`src/rtl/lsu_pkg.sv`:
```
// Shared load/store definitions: the decoder's datatype codes and the LSU FSM states.
package lsu_pkg;

    typedef logic [1:0] lsu_datatype_t;

    localparam lsu_datatype_t DT_WORD  = 2'b00;
    localparam lsu_datatype_t DT_BYTEU = 2'b01;
    localparam lsu_datatype_t DT_HALFU = 2'b10;

    typedef enum logic [1:0] {
        StIdle,
        StReq,
        StWait,
        StResp
    } lsu_state_t;

endpackage

```
`src/rtl/lsu_align.sv`:
```
// Combinational lane logic: byte enables, store replication, load extraction with zero
// extension, and misalignment detection. The reserved datatype code behaves as a word.
module lsu_align
    import lsu_pkg::*;
(
    input  logic [1:0]    addr_lo,
    input  lsu_datatype_t datatype,
    input  logic [31:0]   wdata,
    input  logic [31:0]   rdata,
    output logic [3:0]    be,
    output logic [31:0]   wdata_lanes,
    output logic [31:0]   rdata_ext,
    output logic          misaligned
);

    always_comb begin
        be          = 4'b1111;
        wdata_lanes = wdata;
        rdata_ext   = rdata;
        misaligned  = (addr_lo != 2'b00);
        case (datatype)
            DT_BYTEU: begin
                be          = 4'b0001 << addr_lo;
                wdata_lanes = {4{wdata[7:0]}};
                rdata_ext   = {24'h0, rdata[{addr_lo, 3'b000} +: 8]};
                misaligned  = 1'b0;
            end
            DT_HALFU: begin
                be          = 4'b0011 << {addr_lo[1], 1'b0};
                wdata_lanes = {2{wdata[15:0]}};
                rdata_ext   = {16'h0, (addr_lo[1] ? rdata[31:16] : rdata[15:0])};
                misaligned  = addr_lo[0];
            end
            default: ;
        endcase
    end

endmodule

```
`src/rtl/load_store_unit.sv`:
```
// Single-outstanding data-memory access stage: latches a request, runs req/gnt/rvalid
// against memory and returns a one-cycle response with zero-extended load data.
module load_store_unit
    import lsu_pkg::*;
#(
    parameter int unsigned ADDR_WIDTH = 32,
    parameter int unsigned DATA_WIDTH = 32
) (
    input  logic                  clk,
    input  logic                  rst,
    input  logic                  req_valid,
    output logic                  req_ready,
    input  logic                  req_write,
    input  logic [ADDR_WIDTH-1:0] req_addr,
    input  logic [DATA_WIDTH-1:0] req_wdata,
    input  logic [1:0]            req_datatype,
    output logic                  resp_valid,
    output logic [DATA_WIDTH-1:0] resp_rdata,
    output logic                  resp_err,
    output logic                  mem_req,
    output logic                  mem_we,
    output logic [ADDR_WIDTH-1:0] mem_addr,
    output logic [3:0]            mem_be,
    output logic [DATA_WIDTH-1:0] mem_wdata,
    input  logic                  mem_gnt,
    input  logic                  mem_rvalid,
    input  logic [DATA_WIDTH-1:0] mem_rdata
);

    lsu_state_t            state_q, state_d;
    logic                  write_q;
    logic [ADDR_WIDTH-1:0] addr_q;
    logic [DATA_WIDTH-1:0] wdata_q;
    lsu_datatype_t         dt_q;
    logic [DATA_WIDTH-1:0] rdata_q, rdata_d;
    logic                  err_q, err_d;
    logic                  accept;

    logic [1:0]            al_addr_lo;
    lsu_datatype_t         al_datatype;
    logic [3:0]            al_be;
    logic [31:0]           al_wdata;
    logic [31:0]           al_rdata;
    logic                  al_misaligned;

    // In IDLE the aligner looks at the incoming request so misalignment is known at accept.
    assign al_addr_lo  = (state_q == StIdle) ? req_addr[1:0] : addr_q[1:0];
    assign al_datatype = (state_q == StIdle) ? req_datatype  : dt_q;

    lsu_align u_align (
        .addr_lo     (al_addr_lo),
        .datatype    (al_datatype),
        .wdata       (wdata_q),
        .rdata       (mem_rdata),
        .be          (al_be),
        .wdata_lanes (al_wdata),
        .rdata_ext   (al_rdata),
        .misaligned  (al_misaligned)
    );

    always_comb begin
        state_d = state_q;
        accept  = 1'b0;
        rdata_d = rdata_q;
        err_d   = err_q;
        case (state_q)
            StIdle: begin
                if (req_valid) begin
                    accept = 1'b1;
                    if (al_misaligned) begin
                        state_d = StResp;
                        rdata_d = '0;
                        err_d   = 1'b1;
                    end else begin
                        state_d = StReq;
                    end
                end
            end
            StReq: begin
                if (mem_gnt) begin
                    if (write_q) begin
                        state_d = StResp;
                        rdata_d = '0;
                        err_d   = 1'b0;
                    end else begin
                        state_d = StWait;
                    end
                end
            end
            StWait: begin
                if (mem_rvalid) begin
                    state_d = StResp;
                    rdata_d = al_rdata;
                    err_d   = 1'b0;
                end
            end
            StResp:  state_d = StIdle;
            default: state_d = StIdle;
        endcase
    end

    always_ff @(posedge clk or posedge rst) begin
        if (rst) begin
            state_q <= StIdle;
            write_q <= 1'b0;
            addr_q  <= '0;
            wdata_q <= '0;
            dt_q    <= DT_WORD;
            rdata_q <= '0;
            err_q   <= 1'b0;
        end else begin
            state_q <= state_d;
            rdata_q <= rdata_d;
            err_q   <= err_d;
            if (accept) begin
                write_q <= req_write;
                addr_q  <= req_addr;
                wdata_q <= req_wdata;
                dt_q    <= req_datatype;
            end
        end
    end

    // Memory-side outputs are quiet outside REQ so reset and idle look identical.
    always_comb begin
        req_ready  = (state_q == StIdle);
        resp_valid = (state_q == StResp);
        resp_rdata = rdata_q;
        resp_err   = err_q;
        mem_req    = (state_q == StReq);
        mem_we     = mem_req & write_q;
        mem_addr   = mem_req ? {addr_q[ADDR_WIDTH-1:2], 2'b00} : '0;
        mem_be     = mem_req ? al_be : 4'b0000;
        mem_wdata  = mem_req ? al_wdata : '0;
    end

endmodule

```
`config.mk`:
```
export PLATFORM = sky130hd
export DESIGN_NAME = load_store_unit
export DESIGN_NICKNAME = d
export VERILOG_FILES = /design/src/rtl/lsu_pkg.sv /design/src/rtl/lsu_align.sv /design/src/rtl/load_store_unit.sv
export SDC_FILE = /design/constraint.sdc
export NUM_CORES = 1
export LEC_CHECK = 0
export BUFFER_PORTS_ARGS = -buffer_cell sky130_fd_sc_hd__buf_2
export CAP_MARGIN = 20
export CORE_MARGIN = 1
export CORE_UTILIZATION = 50
export CTS_CLUSTER_DIAMETER = 50
export DETAILED_ROUTE_END_ITERATION = 7
export PLACE_DENSITY = 0.81
export REMOVE_ABC_BUFFERS = 1
export SLEW_MARGIN = 20
export SYNTH_ARGS = -nofsm -noshare
export SYNTH_HDL_FRONTEND = slang
export SYNTH_SLANG_ARGS = --single-unit
```
`constraint.sdc`:
```
create_clock -name clk -period 4.4 [get_ports clk]
set_input_delay 0.88 -clock clk [delete_from_list [all_inputs] [get_ports clk]]
set_output_delay 0.88 -clock clk [all_outputs]
set_load 0.1 [all_outputs]
```
==> impl_metrics.json <==
{
  "path_class": "reg -> out",
  "rrSetupSlack_ns": 0.63,
  "synthDistinctLibCells": 39,
  "dp_slack_ns": 0.5137,
  "critical_path.max_fanout": 12,
  "slew_viol_final": 0,
  "routed.top_layer": "met4",
  "worstSkewPairLatency_ns": 0.38,
  "coreArea_um2": 10460,
  "ant_nets": 0,
  "clock_path_buffers": 2,
  "cts_buffers": 9,
  "reg2regPathDepth": 9,
  "h-tree-depth": 3,
  "port_buffers": 206,
  "rr_endpoint": "resp_rdata[4]",
  "grt_util_all_layers_pct": 27.28,
  "min_period_ns": 4.158,
  "hold_buffers": 0,
  "syn-instance-count": 511,
  "wl_um": 15460,
  "num-nets-final": 805,
  "worstSetupStartpoint": "state_q[0]",
  "die-height_um": 106.6,
  "tightestPinTransition_ns": 1.119,
  "hold_path.class": "reg -> reg",
  "grt_pass1_wl_um": 24280,
  "netlist_area_um2": 5474,
  "fp-row-count": 37,
  "rsz0062_at_grt": "no",
  "outcome": "complete, no violations",
  "drive_above_1_share_pct": 45.70,
  "num_vias": 4849,
  "ys_ff_latch": 102,
  "required_ns": 3.52,
  "dr_wl_met2_um": 7469,
  "grt_max_degree": 74,
  "io_pins": 209,
  "multi_input_area_um2": 2673,
  "hpwl_um": 10840,
  "fillers": 835,
  "cts_root_buf": "clkbuf_8",
  "fin_crit_sh_pct": 94.50,
  "clock-sinks": 102,
  "routed_via_density": 5.814,
  "yosysSeqAreaShare_pct": 46.63,
  "setup_ws_ns": 0.2421,
  "route.met3.wl_um": 1443,
  "drt_first_pass_iters": 5,
  "cts_tree": "done",
  "worstSetupEndpoint": "mem_be[1]",
  "skew_ns": 0.01033,
  "crit_arrival_ns": 3.28,
  "ff_latch_area_um2": 2552,
  "avgSynthCellArea_um2": 10.71,
  "start_kind": "flip-flop",
  "fmax_ghz": 0.2405,
  "finalSetupViolCount": 0,
  "antenna_found_initial": 0,
  "maxCapViolations": 0,
  "r2r-start": "state_q[0]",
  "wl_met1_um": 6265,
  "drc": 0,
  "clkTransAtPathRegs_ns": 0.10,
  "grt_pass1_vias": 5023,
  "gp_congestion": 0.9090,
  "antenna_cells": 0,
  "die_w_um": 106.6,
  "relSlewSlack_pct": 25.43,
  "dieArea_um2": 11370,
  "wl_per_cell_um": 18.54,
  "finalHoldViolCount": 0,
  "synth_warnings": 0,
  "area_delta_synth_final_pct": 27.91,
  "grt_overflow_total": 0,
  "end_kind": "output pin",
  "initial_utilization_pct": 52.32,
  "drtIter0Drc": 317
}
-- routing by layer --
layer / track usage (%) / up-vias
li1: - / 2209
met1: 34.40 / 2352
met2: 45.62 / 262
met3: 6.809 / 26
met4: 9.491 / 0
met5: 0 / -
-- worst min-delay path by stage --
stage / start / endpoint / slack, ns / cells past startpoint
2_1_floorplan: addr_q[26] / addr_q[26] / 0.47 / 1
3_3_place_gp: resp_rdata[9] / resp_rdata[9] / 0.47 / 1
3_5_place_dp: resp_rdata[9] / resp_rdata[9] / 0.47 / 1
4_1_cts: resp_rdata[9] / resp_rdata[9] / 0.50 / 1
5_1_grt: addr_q[9] / addr_q[9] / 0.52 / 1
6_report: resp_rdata[15] / resp_rdata[15] / 0.50 / 1
-- stage by stage --
step / util (%) / TNS (ns) / hold WS [ns] / std cells / cell area (um^2)
after floorplan: - / -65.64 / 0.4708 / 463 / 5238
after global placement: 65.19 / 0 / 0.4671 / 818 / 6820
after detailed placement: 65.19 / 0 / 0.4719 / 818 / 6820
after CTS: 66.83 / 0 / 0.4981 / 834 / 6992
after global routing: 66.92 / 0 / 0.5213 / 834 / 7002
final: 66.92 / 0 / 0.4954 / 834 / 7002
-- area by class of cell --
cell class	count	area share [%]
Sequential cell	102	36.45
Clock inverter	6	0.6254
Inverter	9	0.5182
Tap cell	136	2.430
Timing Repair Buffer	219	19.98
Multi-Input combinational cell	352	38.17
Clock buffer	10	1.823
-- state kept, by name (all words and copies together), names as in the netlist --
name        count
dt_q            2
write_q         1
resp_err        1
addr_q         32
state_q         2
wdata_q        32
resp_rdata     32
-- cell usage after synthesis (all sizes together) --
cell type  instances  area (um^2)
dfrtp            102         2552
mux2              77        867.1
and2              39        244.0
nor2              29        108.9
clkbuf            27        101.4
o21ai             26        130.1
nor3              24        120.1
buf               22        138.9
o31ai             20        150.1
a22oi             16        120.1
nand3             16        80.08
a21oi             12        60.06
mux2i             11        113.9
inv                9        33.78
a221oi             8        70.07
a22o               8        70.07
ha                 8        100.1
nor3b              8        60.06
nor4               8        50.05
o2bb2ai            8        70.07
o32ai              8        70.07
nor2b              7        43.79
o21a               4        30.03
nand2              3        11.26
and2b              2        15.01
nand2b             2        12.51
and3               1        6.260
conb               1        3.750
o21bai             1        11.26
o221ai             1        8.760
or2                1        6.260
or3                1        6.260
or4                1        7.510
-- repair_timing --
item,in CTS,in global routing
setup endpoints to repair,0,15
resized for setup,0,1
setup buffers,0,0
-- cells in the final DEF, fill, tap and decap left out, types with 13 or more instances in the layout --
cell / Yosys / routed
nor3_1: 24 / 24
mux2_2: 77 / 77
buf_12: 0 / 18
o31ai_1: 20 / 20
buf_4: 4 / 13
o21ai_0: 24 / 24
nand3_1: 16 / 16
and2_1: 39 / 39
nor2_1: 29 / 29
a22oi_1: 16 / 16
dfrtp_1: 102 / 102
buf_2: 9 / 188
-- cells by family after synthesis --
logic type	after synthesis	synth area share (%)
and+or+nand+nor	142	14.10
AOI/OAI and AO/OA	112	14.45
other	1	0.06851
buffers and inverters	58	5.006
DFF	102	46.63
muxes	88	17.92
adders and majority gates	8	1.829
-- critical path: stages, from the launching register on --
cell	delay, ns
dfrtp_1	0.46
inv_1	0.11
ha_2	0.35
mux2_2	0.41
inv_1	0.07
ha_1	0.25
buf_4	0.20
nand2b_1	0.26
a21oi_1	0.24
o21a_1	0.12
buf_2	0.42
Power is left out: the tool's default activity adds up to more than one toggle a clock period on the data nets, which glitch-free logic cannot reach.
